## src/rtl/rasterizer_pkg.sv

```systemverilog
// Shared rasterizer types and divider widths used by the divider arbiter.
// Latency: n/a (package only).
// Backpressure: n/a (package only).
package rasterizer_pkg;

    localparam int DIV_DOUT_W    = 88;
    localparam int DIV_OPERAND_W = 64;

    // Arbiter control state: normal issue, or draining in-flight divisions.
    typedef enum logic {
        S_RUN   = 1'b0,
        S_DRAIN = 1'b1
    } arb_state_t;

endpackage

```

## src/rtl/tag_fifo.sv

```systemverilog
// In-order tag FIFO recording which requester owns each in-flight division.
// Latency: 1 cycle push-to-visible; head (dout) is read combinationally.
// Backpressure: pushes while full and pops while empty are ignored; count/full/empty are registered.
// Ports: clk, rst (async, active-high), push/din, pop/dout, full, empty, count.
module tag_fifo #(
    parameter  int WIDTH = 1,
    parameter  int DEPTH = 8,
    localparam int AW    = $clog2(DEPTH)
) (
    input  logic             clk,
    input  logic             rst,
    input  logic             push,
    input  logic [WIDTH-1:0] din,
    input  logic             pop,
    output logic [WIDTH-1:0] dout,
    output logic             full,
    output logic             empty,
    output logic [AW:0]      count
);

    logic [WIDTH-1:0] mem [DEPTH];
    logic [AW-1:0]    wr_ptr;
    logic [AW-1:0]    rd_ptr;
    logic             do_push;
    logic             do_pop;

    assign full    = (count == (AW+1)'(DEPTH));
    assign empty   = (count == '0);
    assign do_push = push && !full;
    assign do_pop  = pop && !empty;
    assign dout    = mem[rd_ptr];

    // DEPTH is a power of two, so the pointers wrap naturally.
    always_ff @(posedge clk or posedge rst) begin
        if (rst) begin
            wr_ptr <= '0;
            rd_ptr <= '0;
            count  <= '0;
        end else begin
            if (do_push) wr_ptr <= wr_ptr + AW'(1);
            if (do_pop)  rd_ptr <= rd_ptr + AW'(1);
            case ({do_push, do_pop})
                2'b10:   count <= count + (AW+1)'(1);
                2'b01:   count <= count - (AW+1)'(1);
                default: count <= count;
            endcase
        end
    end

    // Storage needs no reset: entries are only read behind a valid count.
    always_ff @(posedge clk) begin
        if (do_push) mem[wr_ptr] <= din;
    end

endmodule

```

## src/rtl/div_arbiter.sv

```systemverilog
// Round-robin share of one divider core among N_REQ requesters; results routed back by in-order tag.
// Latency: 0 cycles added each way (combinational request/response muxes); outstanding is registered.
// Backpressure: issue stalls on full tag FIFO, S_DRAIN or div_s_ready low; div_m_ready follows the head owner's resp_ready.
// Ports: req_* (requesters in), resp_* (results out), div_s_*/div_m_* (divider), flush_req/flush_done,
//        busy, outstanding, err_orphan, stat_issued. Optional macro DIV_ARB_STATS_EN builds issue counters.
module div_arbiter
    import rasterizer_pkg::*;
#(
    parameter int N_REQ     = 2,
    parameter int TAG_DEPTH = 8,
    parameter int DOUT_W    = DIV_DOUT_W
) (
    input  logic                                   clk,
    input  logic                                   rst,
    input  logic [N_REQ-1:0]                       req_valid,
    output logic [N_REQ-1:0]                       req_ready,
    input  logic [N_REQ-1:0][DIV_OPERAND_W-1:0]    req_divisor,
    input  logic [N_REQ-1:0][DIV_OPERAND_W-1:0]    req_dividend,
    output logic [N_REQ-1:0]                       resp_valid,
    input  logic [N_REQ-1:0]                       resp_ready,
    output logic [DOUT_W-1:0]                      resp_data,
    output logic                                   resp_dbz,
    output logic                                   div_s_valid,
    input  logic                                   div_s_ready,
    output logic [DIV_OPERAND_W-1:0]               div_divisor,
    output logic [DIV_OPERAND_W-1:0]               div_dividend,
    input  logic                                   div_m_valid,
    input  logic [DOUT_W-1:0]                      div_m_data,
    input  logic                                   div_m_dbz,
    output logic                                   div_m_ready,
    input  logic                                   flush_req,
    output logic                                   flush_done,
    output logic                                   busy,
    output logic [$clog2(TAG_DEPTH):0]             outstanding,
    output logic                                   err_orphan,
    output logic [N_REQ-1:0][31:0]                 stat_issued
);

    localparam int IW = $clog2(N_REQ);

    arb_state_t              state;
    arb_state_t              state_nxt;
    logic [IW-1:0]           rr_ptr;
    logic [IW-1:0]           gnt_idx;
    logic                    gnt_found;
    logic [IW:0]             cand;
    logic                    issue_en;
    logic                    fire;
    logic                    pop;
    logic [IW-1:0]           head;
    logic                    fifo_full;
    logic                    fifo_empty;
    logic [$clog2(TAG_DEPTH):0] fifo_count;

    tag_fifo #(
        .WIDTH (IW),
        .DEPTH (TAG_DEPTH)
    ) u_tag_fifo (
        .clk   (clk),
        .rst   (rst),
        .push  (fire),
        .din   (gnt_idx),
        .pop   (pop),
        .dout  (head),
        .full  (fifo_full),
        .empty (fifo_empty),
        .count (fifo_count)
    );

    // ---------------- control FSM ----------------
    always_ff @(posedge clk or posedge rst) begin
        if (rst) state <= S_RUN;
        else     state <= state_nxt;
    end

    always_comb begin
        state_nxt = state;
        case (state)
            S_RUN:   if (flush_req) state_nxt = S_DRAIN;
            S_DRAIN: if (fifo_count == '0) state_nxt = S_RUN;
            default: state_nxt = S_RUN;
        endcase
    end

    // Full blocks issue even when a pop lands in the same cycle.
    always_comb begin
        issue_en   = (state == S_RUN) && !fifo_full;
        flush_done = (state == S_DRAIN) && (fifo_count == '0);
        busy       = (fifo_count != '0) || (state == S_DRAIN);
    end

    // ---------------- request side ----------------
    // First valid requester at or after rr_ptr, wrapping at N_REQ.
    always_comb begin
        gnt_found = 1'b0;
        gnt_idx   = '0;
        cand      = '0;
        for (int k = 0; k < N_REQ; k++) begin
            cand = {1'b0, rr_ptr} + (IW+1)'(k);
            if (cand >= (IW+1)'(N_REQ)) cand = cand - (IW+1)'(N_REQ);
            if (!gnt_found && req_valid[cand[IW-1:0]]) begin
                gnt_found = 1'b1;
                gnt_idx   = cand[IW-1:0];
            end
        end
    end

    always_comb begin
        div_s_valid  = issue_en && gnt_found;
        div_divisor  = req_divisor[gnt_idx];
        div_dividend = req_dividend[gnt_idx];
        req_ready    = '0;
        if (div_s_valid) req_ready[gnt_idx] = div_s_ready;
        fire         = div_s_valid && div_s_ready;
    end

    always_ff @(posedge clk or posedge rst) begin
        if (rst) begin
            rr_ptr <= '0;
        end else if (fire) begin
            rr_ptr <= (gnt_idx == IW'(N_REQ - 1)) ? '0 : gnt_idx + IW'(1);
        end
    end

    // ---------------- response side ----------------
    // With no tag outstanding a result has no owner: accept and drop it.
    always_comb begin
        resp_valid  = '0;
        div_m_ready = 1'b1;
        if (!fifo_empty) begin
            div_m_ready      = resp_ready[head];
            resp_valid[head] = div_m_valid;
        end
        resp_data = div_m_data;
        resp_dbz  = div_m_dbz;
        pop       = div_m_valid && div_m_ready && !fifo_empty;
    end

    always_ff @(posedge clk or posedge rst) begin
        if (rst)                             err_orphan <= 1'b0;
        else if (div_m_valid && fifo_empty)  err_orphan <= 1'b1;
    end

    assign outstanding = fifo_count;

    // ---------------- optional issue statistics ----------------
`ifdef DIV_ARB_STATS_EN
    always_ff @(posedge clk or posedge rst) begin
        if (rst) begin
            stat_issued <= '0;
        end else begin
            for (int i = 0; i < N_REQ; i++) begin
                if (fire && (gnt_idx == IW'(i))) stat_issued[i] <= stat_issued[i] + 32'd1;
            end
        end
    end
`else
    assign stat_issued = '0;
`endif

endmodule

```

## config.mk

```make
export PLATFORM = sky130hd
export DESIGN_NAME = div_arbiter
export DESIGN_NICKNAME = d
export VERILOG_FILES = /design/src/rtl/rasterizer_pkg.sv /design/src/rtl/tag_fifo.sv /design/src/rtl/div_arbiter.sv
export SDC_FILE = /design/constraint.sdc
export NUM_CORES = 1
export LEC_CHECK = 0
export CAP_MARGIN = 20
export CORE_AREA = 2 2 252 254
export DETAILED_ROUTE_END_ITERATION = 8
export DIE_AREA = 0 0 254 256
export HOLD_SLACK_MARGIN = 0.05
export PLACE_DENSITY = 0.3
export SLEW_MARGIN = 15
export SYNTH_ARGS = -nofsm -noshare
export SYNTH_HDL_FRONTEND = slang
export SYNTH_SLANG_ARGS = --single-unit
```

## constraint.sdc

```tcl
create_clock -name clk -period 2.6 [get_ports clk]
set_clock_uncertainty 0.05 [all_clocks]
set_input_delay 0.26 -clock clk [delete_from_list [all_inputs] [get_ports clk]]
set_output_delay 0.26 -clock clk [all_outputs]
set_load 0.05 [all_outputs]
```

# ---- Word-level counts from Yosys, hierarchy flattened
# Memories as Yosys holds them, arrays and structs flattened.
# Index checks and enable logic that the tools add are counted.
dict set report word_totals {
  ff_bits 13
  latch_bits 0
  mem_bits_rw 8
  romBits 0
  input_bits 354
  wordCells 78
  n_memories 1
}
# memory words width read_ports rd_ports_with_merged_regs write_ports line_no
set mem_list {}
lappend mem_list {u_tag_fifo.mem 8 1 1 0 1 tag_fifo.sv:21} ;# logic [WIDTH-1:0] mem [DEPTH];
dict set report classes {
  add_sub_neg 8
  n_mul 0
  div_mod_pow 0
  magnitude_cmp 8
  n_eq_ne 3
  shifts 0
  n_mux 30
  n_bitwise 3
  reduce_logical 19
}
# cell count
set op_table {}
lappend op_table {{2-to-1 mux 64 bit} 4}
lappend op_table {{2-to-1 mux 1 bit} 20}
lappend op_table {{logical AND 1 bit} 12}
lappend op_table {{< comparator 1 x 2 -> 1 bit, second input constant} 4}
lappend op_table {{case mux 4 bit (2 select lines)} 1}
lappend op_table {{adder 3 x 1 -> 3 bit, second input constant} 2}
lappend op_table {{adder 4 x 1 -> 4 bit, second input constant} 1}
lappend op_table {{bitwise AND 2 bit} 2}
lappend op_table {{== test 4 bit, second input constant} 1}
lappend op_table {{logical NOT 4 bit} 1}
lappend op_table {{2-to-1 mux 2 bit} 2}
lappend op_table {{nonzero test 4 bit} 1}
lappend op_table {{subtractor 4 x 1 -> 4 bit, second input constant} 1}
lappend op_table {{logical NOT 1 bit} 3}
lappend op_table {{adder 1 x 1 -> 2 bit, second input constant} 1}
lappend op_table {{demux 1 bit (select 1 bit)} 2}
lappend op_table {{== test 2 x 1 -> 1 bit, second input constant} 1}
lappend op_table {{== test 2 bit, second input constant} 1}
lappend op_table {{>= comparator 1 bit, second input constant} 2}
lappend op_table {{>= comparator 1 x 2 -> 1 bit, second input constant} 1}
lappend op_table {{>= comparator 2 bit, second input constant} 1}
lappend op_table {{case mux 1 bit (2 select lines)} 1}
lappend op_table {{nonzero test 2 bit} 1}
lappend op_table {{subtractor 1 bit, second input constant} 2}
lappend op_table {{3 further kinds} 3}

# ---- Longest topological paths before layout
dict set report logic_depth {
  ltp_word 14
  depth_mapped 11
}

# ---- Cells and area by module
# A second synthesis with hierarchy kept.
dict set report unflattened {
  cells_unflattened 405
  hier_area_um2 4385.5
}
# module instances cells_each area_each_um2
set by_module_without_submodules {}
lappend by_module_without_submodules {div_arbiter 1 326 3423.3}
lappend by_module_without_submodules {tag_fifo 1 79 962.2}

# ---- Worst setup path before layout
# Ideal clock, no wire load.
dict set report synth_path {
  path_kind {reg-to-reg}
  from {reg u_tag_fifo.count[0]}
  to {reg u_tag_fifo.count[3]}
  setup_time_ps 146
  arrival_ps 3788
  t_required_ps 2404
  slack_ps -1384
  path_stages_with_launch 12
  n_path_buf 0
  synth_period_minus_slack_ps 3984
  cell_sequence {dfrtp_1 -> nor3_1 -> a211oi_1 -> and2_1 -> clkinv_1 -> ha_1 -> ha_1 -> a21o_1 -> a21oi_1 -> xnor2_1 -> nor2_1 -> xor2_1}
}
dict set report synth_via {
  elab_chain_cells 8
}
# item line_no
set synth_rtl {}
lappend synth_rtl {{start, declared} tag_fifo.sv:18} ;# output logic [AW:0] count
lappend synth_rtl {{start signal, assigned} tag_fifo.sv:43} ;# 2'b10: count <= count + (AW+1)'(1);
lappend synth_rtl {{start signal, assigned} tag_fifo.sv:44} ;# 2'b01: count <= count - (AW+1)'(1);
lappend synth_rtl {{start signal, assigned} tag_fifo.sv:45} ;# default: count <= count;
lappend synth_rtl {{== test 4 bit *} tag_fifo.sv:27} ;# assign full = (count == (AW+1)'(DEPTH));
lappend synth_rtl {{logical NOT 1 bit *} div_arbiter.sv:87} ;# issue_en = (state == S_RUN) && !fifo_full;
lappend synth_rtl {{logical AND 1 bit *} div_arbiter.sv:87}
lappend synth_rtl {{logical AND 1 bit *} div_arbiter.sv:109} ;# div_s_valid = issue_en && gnt_found;
lappend synth_rtl {{net div_s_valid} div_arbiter.sv:23} ;# output logic div_s_valid,
lappend synth_rtl {{logical AND 1 bit *} div_arbiter.sv:114} ;# fire = div_s_valid && div_s_ready;
lappend synth_rtl {{logical AND 1 bit *} tag_fifo.sv:29} ;# assign do_push = push && !full;
lappend synth_rtl {{== test 2 x 1 -> 1 bit / == test 2 bit (equally long branches)} tag_fifo.sv:42} ;# case ({do_push, do_pop})
lappend synth_rtl {{case mux 4 bit (2 select lines) / nonzero test 2 bit (equally long branches)} n/a}
# Mark *: on every way through the listed nets, which the timed path passes. The rest lies on a longest branch.
# A chain may end at the register's enable or synchronous reset.

# ---- Worst setup path in the final report
dict set report layout_path {
  from {reg u_tag_fifo.rd_ptr[0]}
  to {reg u_tag_fifo.count[3]}
}
dict set report layout_via {
  elab_chain_cells 9
}
# item line_no
set layout_rtl {}
lappend layout_rtl {{start, declared} tag_fifo.sv:23} ;# logic [AW-1:0] rd_ptr;
lappend layout_rtl {{start signal, assigned} tag_fifo.sv:41} ;# if (do_pop) rd_ptr <= rd_ptr + AW'(1);
lappend layout_rtl {{memory (8 x 1 bit) *} n/a}
lappend layout_rtl {{2-to-1 mux 1 bit (not written as such) * (2 in a row)} div_arbiter.sv:131} ;# div_m_ready = resp_ready[head];
lappend layout_rtl {{2-to-1 mux 1 bit *} div_arbiter.sv:130} ;# if (!fifo_empty) begin
lappend layout_rtl {{logical AND 1 bit * (2 in a row)} div_arbiter.sv:136} ;# pop = div_m_valid && div_m_ready && !fifo_empty;
lappend layout_rtl {{logical AND 1 bit *} tag_fifo.sv:30} ;# assign do_pop = pop && !empty;
lappend layout_rtl {{net u_tag_fifo.do_pop} tag_fifo.sv:25} ;# logic do_pop;
lappend layout_rtl {{== test 2 x 1 -> 1 bit / == test 2 bit (equally long branches)} tag_fifo.sv:42}
lappend layout_rtl {{case mux 4 bit (2 select lines) / nonzero test 2 bit (equally long branches)} n/a}
# Mark *: on every way through the listed nets, which the timed path passes. The rest lies on a longest branch. The select of a mux whose other input is x is not followed.

==> qor.json <==
{
  "final.period_utilization_pct": 100,
  "setup.worst_path.end_class": "flop",
  "final_hold_viol_count": 0,
  "p_r_area_growth_vs_syn_pct": 111,
  "max-cap-violations": 0,
  "leakage_uw": 0.00371,
  "run_status": "finished, violations left",
  "violated_checks": "negative setup slack",
  "detailed_place.area_mm2": 0.00794,
  "fillerInstances": 7309,
  "diodes": 0,
  "drt_pass1_iterations": 4,
  "synthCells": 658,
  "grt_setup_unrepaired": "yes",
  "clock_edge_transition_at_the_registers_on_the_reported_setup_and_hold_paths_ns": 0.06,
  "p_per_area_mw_per_mm2": 640,
  "crit_arrival_ns": 2.70,
  "cts.repair_timing.setup_buffer_count": 0,
  "dieHeight_um": 256,
  "path_cells": "mux4_2 > mux2_4 > mux2i_4 > ha_4 > ha_4 > a21o_1 > a21oi_2 > xnor2_1 > nor2_1 > xor2_1",
  "initial_antenna_violation_count": 1,
  "timing.slew.headroom_pct": 60.4,
  "gpl.final_weighted_congestion": 0.769,
  "number_of_enable_flip_flop_cells_after_synthesis": 8,
  "post_synth_instance_area_mm2": 0.00379,
  "tritoncts": "done",
  "critPathSlowestCell": "sky130_fd_sc_hd__mux4_2",
  "drtAntennaViolNets": 0,
  "floorplan_core_area_mm2": 0.0624,
  "cpLargestDelayFamily": "multiplexers",
  "synth-main-ff-cell": "sky130_fd_sc_hd__dfrtp_1",
  "setup_viol": 1,
  "post_synth.cell_area_avg_um2": 5.77,
  "ios": 648,
  "grt_start_max_net_pins": 53,
  "grt_pass1_vias": 5067,
  "timing_worst_setup_path_type": "reg -> reg",
  "numClockSinks": 21,
  "initial_core_util_pct": 6.08,
  "tritoncts_buffers": 3,
  "worst-endpoint-required_ns": 2.69,
  "finalCriticalPeriod_ns": 2.60,
  "numPortBuffers": 405,
  "number_of_synthesized_register_bits": 21,
  "irDropWorstVdd_mv": 0.242,
  "dieArea_mm2": 0.0650,
  "ys_warn_count": 0,
  "routed_wirelength_um": 26600,
  "async_flop_share_pct": 61.9,
  "htree_depth": 1,
  "placement_rows": 92,
  "place_hpwl_um": 23600,
  "hp-class": "in -> async",
  "hold_ws_ns": 0.348,
  "critical_path.max_stage_delay_ns": 0.55,
  "worstPathMaxFanout": 3,
  "report.final.slew_viol_count": 0,
  "fp.dieW_um": 254,
  "grt_usage_pct": 7.52,
  "critical_path_buf_inv_count": 0,
  "postLayoutCellArea_mm2": 0.00801,
  "crit-reg2reg-launch": "u_tag_fifo.rd_ptr[0]$_DFFE_PP0P_",
  "vias": 4934,
  "final-seq-area_um2": 573,
  "post_drt_wl_per_cell_um": 14.6,
  "clock_tree.root_cell": "sky130_fd_sc_hd__clkbuf_16",
  "postLayoutSetupSlackWorst_ns": -0.00454,
  "grt_overflow": 0,
  "worst_path_most_repeated_cell": "sky130_fd_sc_hd__ha_4",
  "multi_input_area_mm2": 0.00224,
  "clock_insertion_delay_worst_skew_ns": 0.26,
  "grt_pass1_wl_um": 35300,
  "synthDistinctLibCells": 32,
  "totalNegativeSetupSlack_ns": -0.00454,
  "drive_gt1_share_pct": 19.3,
  "drc_errors": 0,
  "synth.yosys.seq_area_share_pct": 14.9,
  "clock.fmax_ghz": 0.384,
  "cts.path.max_buffers": 2,
  "route.detailed.vias_per_inst": 2.71,
  "first_iter_violations": 147,
  "critical_path.startpoint": "u_tag_fifo.rd_ptr[0]$_DFFE_PP0P_",
  "worstMarginPinSlew_ns": 0.593,
  "cp-start-kind": "flop",
  "fin_nets": 1337
}
## final timing paths
| kind | slack [ns] | to | cells after the start |
|---|---|---|---|
| worst max-delay path | -0.005 | u_tag_fifo.count[3]$_DFFE_PP0P_ | 10 |
| worst min-delay path | 0.35 | err_orphan$_DFFE_PP0P_ | 2 |
| worst max register to register | -0.005 | u_tag_fifo.count[3]$_DFFE_PP0P_ | 10 |
| worst min register to register | 0.42 | err_orphan$_DFFE_PP0P_ | 1 |
| max in group asynchronous | 1.71 | u_tag_fifo.count[1]$_DFFE_PP0P_ | 2 |
| min in group clk | 0.42 | err_orphan$_DFFE_PP0P_ | 1 |
## layout by cell type, fill, tap and decap left out, types with 2 or more instances in the layout
cell,instances
sky130_fd_sc_hd__nor2_1,9
sky130_fd_sc_hd__mux4_2,2
sky130_fd_sc_hd__nand2_1,392
sky130_fd_sc_hd__ha_4,2
sky130_fd_sc_hd__inv_1,6
sky130_fd_sc_hd__buf_4,156
sky130_fd_sc_hd__clkbuf_16,3
sky130_fd_sc_hd__dfrtp_2,3
sky130_fd_sc_hd__nor4b_1,2
sky130_fd_sc_hd__xor2_1,3
sky130_fd_sc_hd__nand3_1,3
sky130_fd_sc_hd__mux2i_1,2
sky130_fd_sc_hd__mux2_4,2
sky130_fd_sc_hd__nor3b_1,2
sky130_fd_sc_hd__nor4_1,2
sky130_fd_sc_hd__buf_12,8
sky130_fd_sc_hd__conb_1,64
sky130_fd_sc_hd__dfrtp_1,9
sky130_fd_sc_hd__edfxtp_1,8
sky130_fd_sc_hd__nor3_1,2
sky130_fd_sc_hd__clkdlybuf4s50_1,269
sky130_fd_sc_hd__ha_1,3
sky130_fd_sc_hd__a21o_1,2
sky130_fd_sc_hd__xnor2_1,5
## per-stage QoR
step / utilization [%] / setup slack (ns) / cells / total power, µW
6_report: 12.8 / -0.00454 / 1822 / 5130
5_1_grt: 12.8 / -0.112 / 1822 / 5450
4_1_cts: 12.8 / -0.0346 / 1822 / 5220
3_5_place_dp: 12.7 / -0.0893 / 1818 / 4860
3_3_place_gp: 12.7 / -0.120 / 1818 / 4890
2_1_floorplan: - / -0.115 / 721 / 3620
## timing repair
action,in CTS,in global routing
setup endpoints to repair,2,2
gates resized for setup,2,2
pin swaps,1,1
gates cloned,0,0
hold buffers,0,0
## synthesized netlist by cell type, types with 3 or more instances
| library cell | count | area [µm²] |
|---|---|---|
| sky130_fd_sc_hd__nand2_1 | 392 | 1470 |
| sky130_fd_sc_hd__buf_4 | 153 | 1150 |
| sky130_fd_sc_hd__clkbuf_1 | 28 | 105 |
| sky130_fd_sc_hd__dfrtp_1 | 13 | 325 |
| sky130_fd_sc_hd__nor2_1 | 9 | 33.8 |
| sky130_fd_sc_hd__edfxtp_1 | 8 | 240 |
| sky130_fd_sc_hd__inv_1 | 7 | 26.3 |
| sky130_fd_sc_hd__ha_1 | 5 | 62.6 |
| sky130_fd_sc_hd__xnor2_1 | 5 | 43.8 |
| sky130_fd_sc_hd__nand3_1 | 3 | 15.0 |
| sky130_fd_sc_hd__nor3_1 | 3 | 15.0 |
| sky130_fd_sc_hd__xor2_1 | 3 | 26.3 |
## metal layers
layer / track usage, % / vias to the layer above / part of all wire, %
met2: 15.4 / 432 / 54
li1: - / 2407 / -
met1: 6.49 / 2088 / 31
met3: 3.92 / 7 / 14
met4: 0.637 / 0 / 0.34
met5: 0 / - / 0
## final cells by class
type                            count  area share (%)
Tap cell                          846            13.2
Clock buffer                        3           0.937
Inverter                            8           0.468
Timing Repair Buffer              433            50.2
Sequential cell                    21            7.15
Clock inverter                      1          0.0625
Multi-Input combinational cell    510            28.0
## cells by family after synthesis
kind of cell | share of synthesized area, %
AOI/OAI and AO/OA | 1.12
xor gates and xnor gates | 1.85
adders and majority gates | 2.18
buffers and inverters | 33.9
DFF | 14.9
muxes | 3.59
other | 0.0988
and+or+nand+nor | 42.3
## worst register-to-register path: stages (launching register included)
cell and delay, ns:
sky130_fd_sc_hd__dfrtp_1 0.42, sky130_fd_sc_hd__mux4_2 0.55, sky130_fd_sc_hd__mux2_4 0.30, sky130_fd_sc_hd__mux2i_4 0.20
sky130_fd_sc_hd__ha_4 0.18, sky130_fd_sc_hd__ha_4 0.20, sky130_fd_sc_hd__a21o_1 0.16, sky130_fd_sc_hd__a21oi_2 0.12
sky130_fd_sc_hd__xnor2_1 0.12, sky130_fd_sc_hd__nor2_1 0.06, sky130_fd_sc_hd__xor2_1 0.13
## where the power goes
part           internal [µW]  switching, µW  total (µW)
registers                462            119         582
logic                   1510           2700        4210
clock network            207            129         336
total                   2180           2950        5130
## state kept, by name, indices dropped and copies added, names as in the netlist
| signal | cells |
|---|---|
| u_tag_fifo.mem | 8 |
| u_tag_fifo.count | 4 |
| u_tag_fifo.rd_ptr | 3 |
| u_tag_fifo.wr_ptr | 3 |
| err_orphan | 1 |
| rr_ptr | 1 |
| state | 1 |
Power figures use the tool's default switching activity.
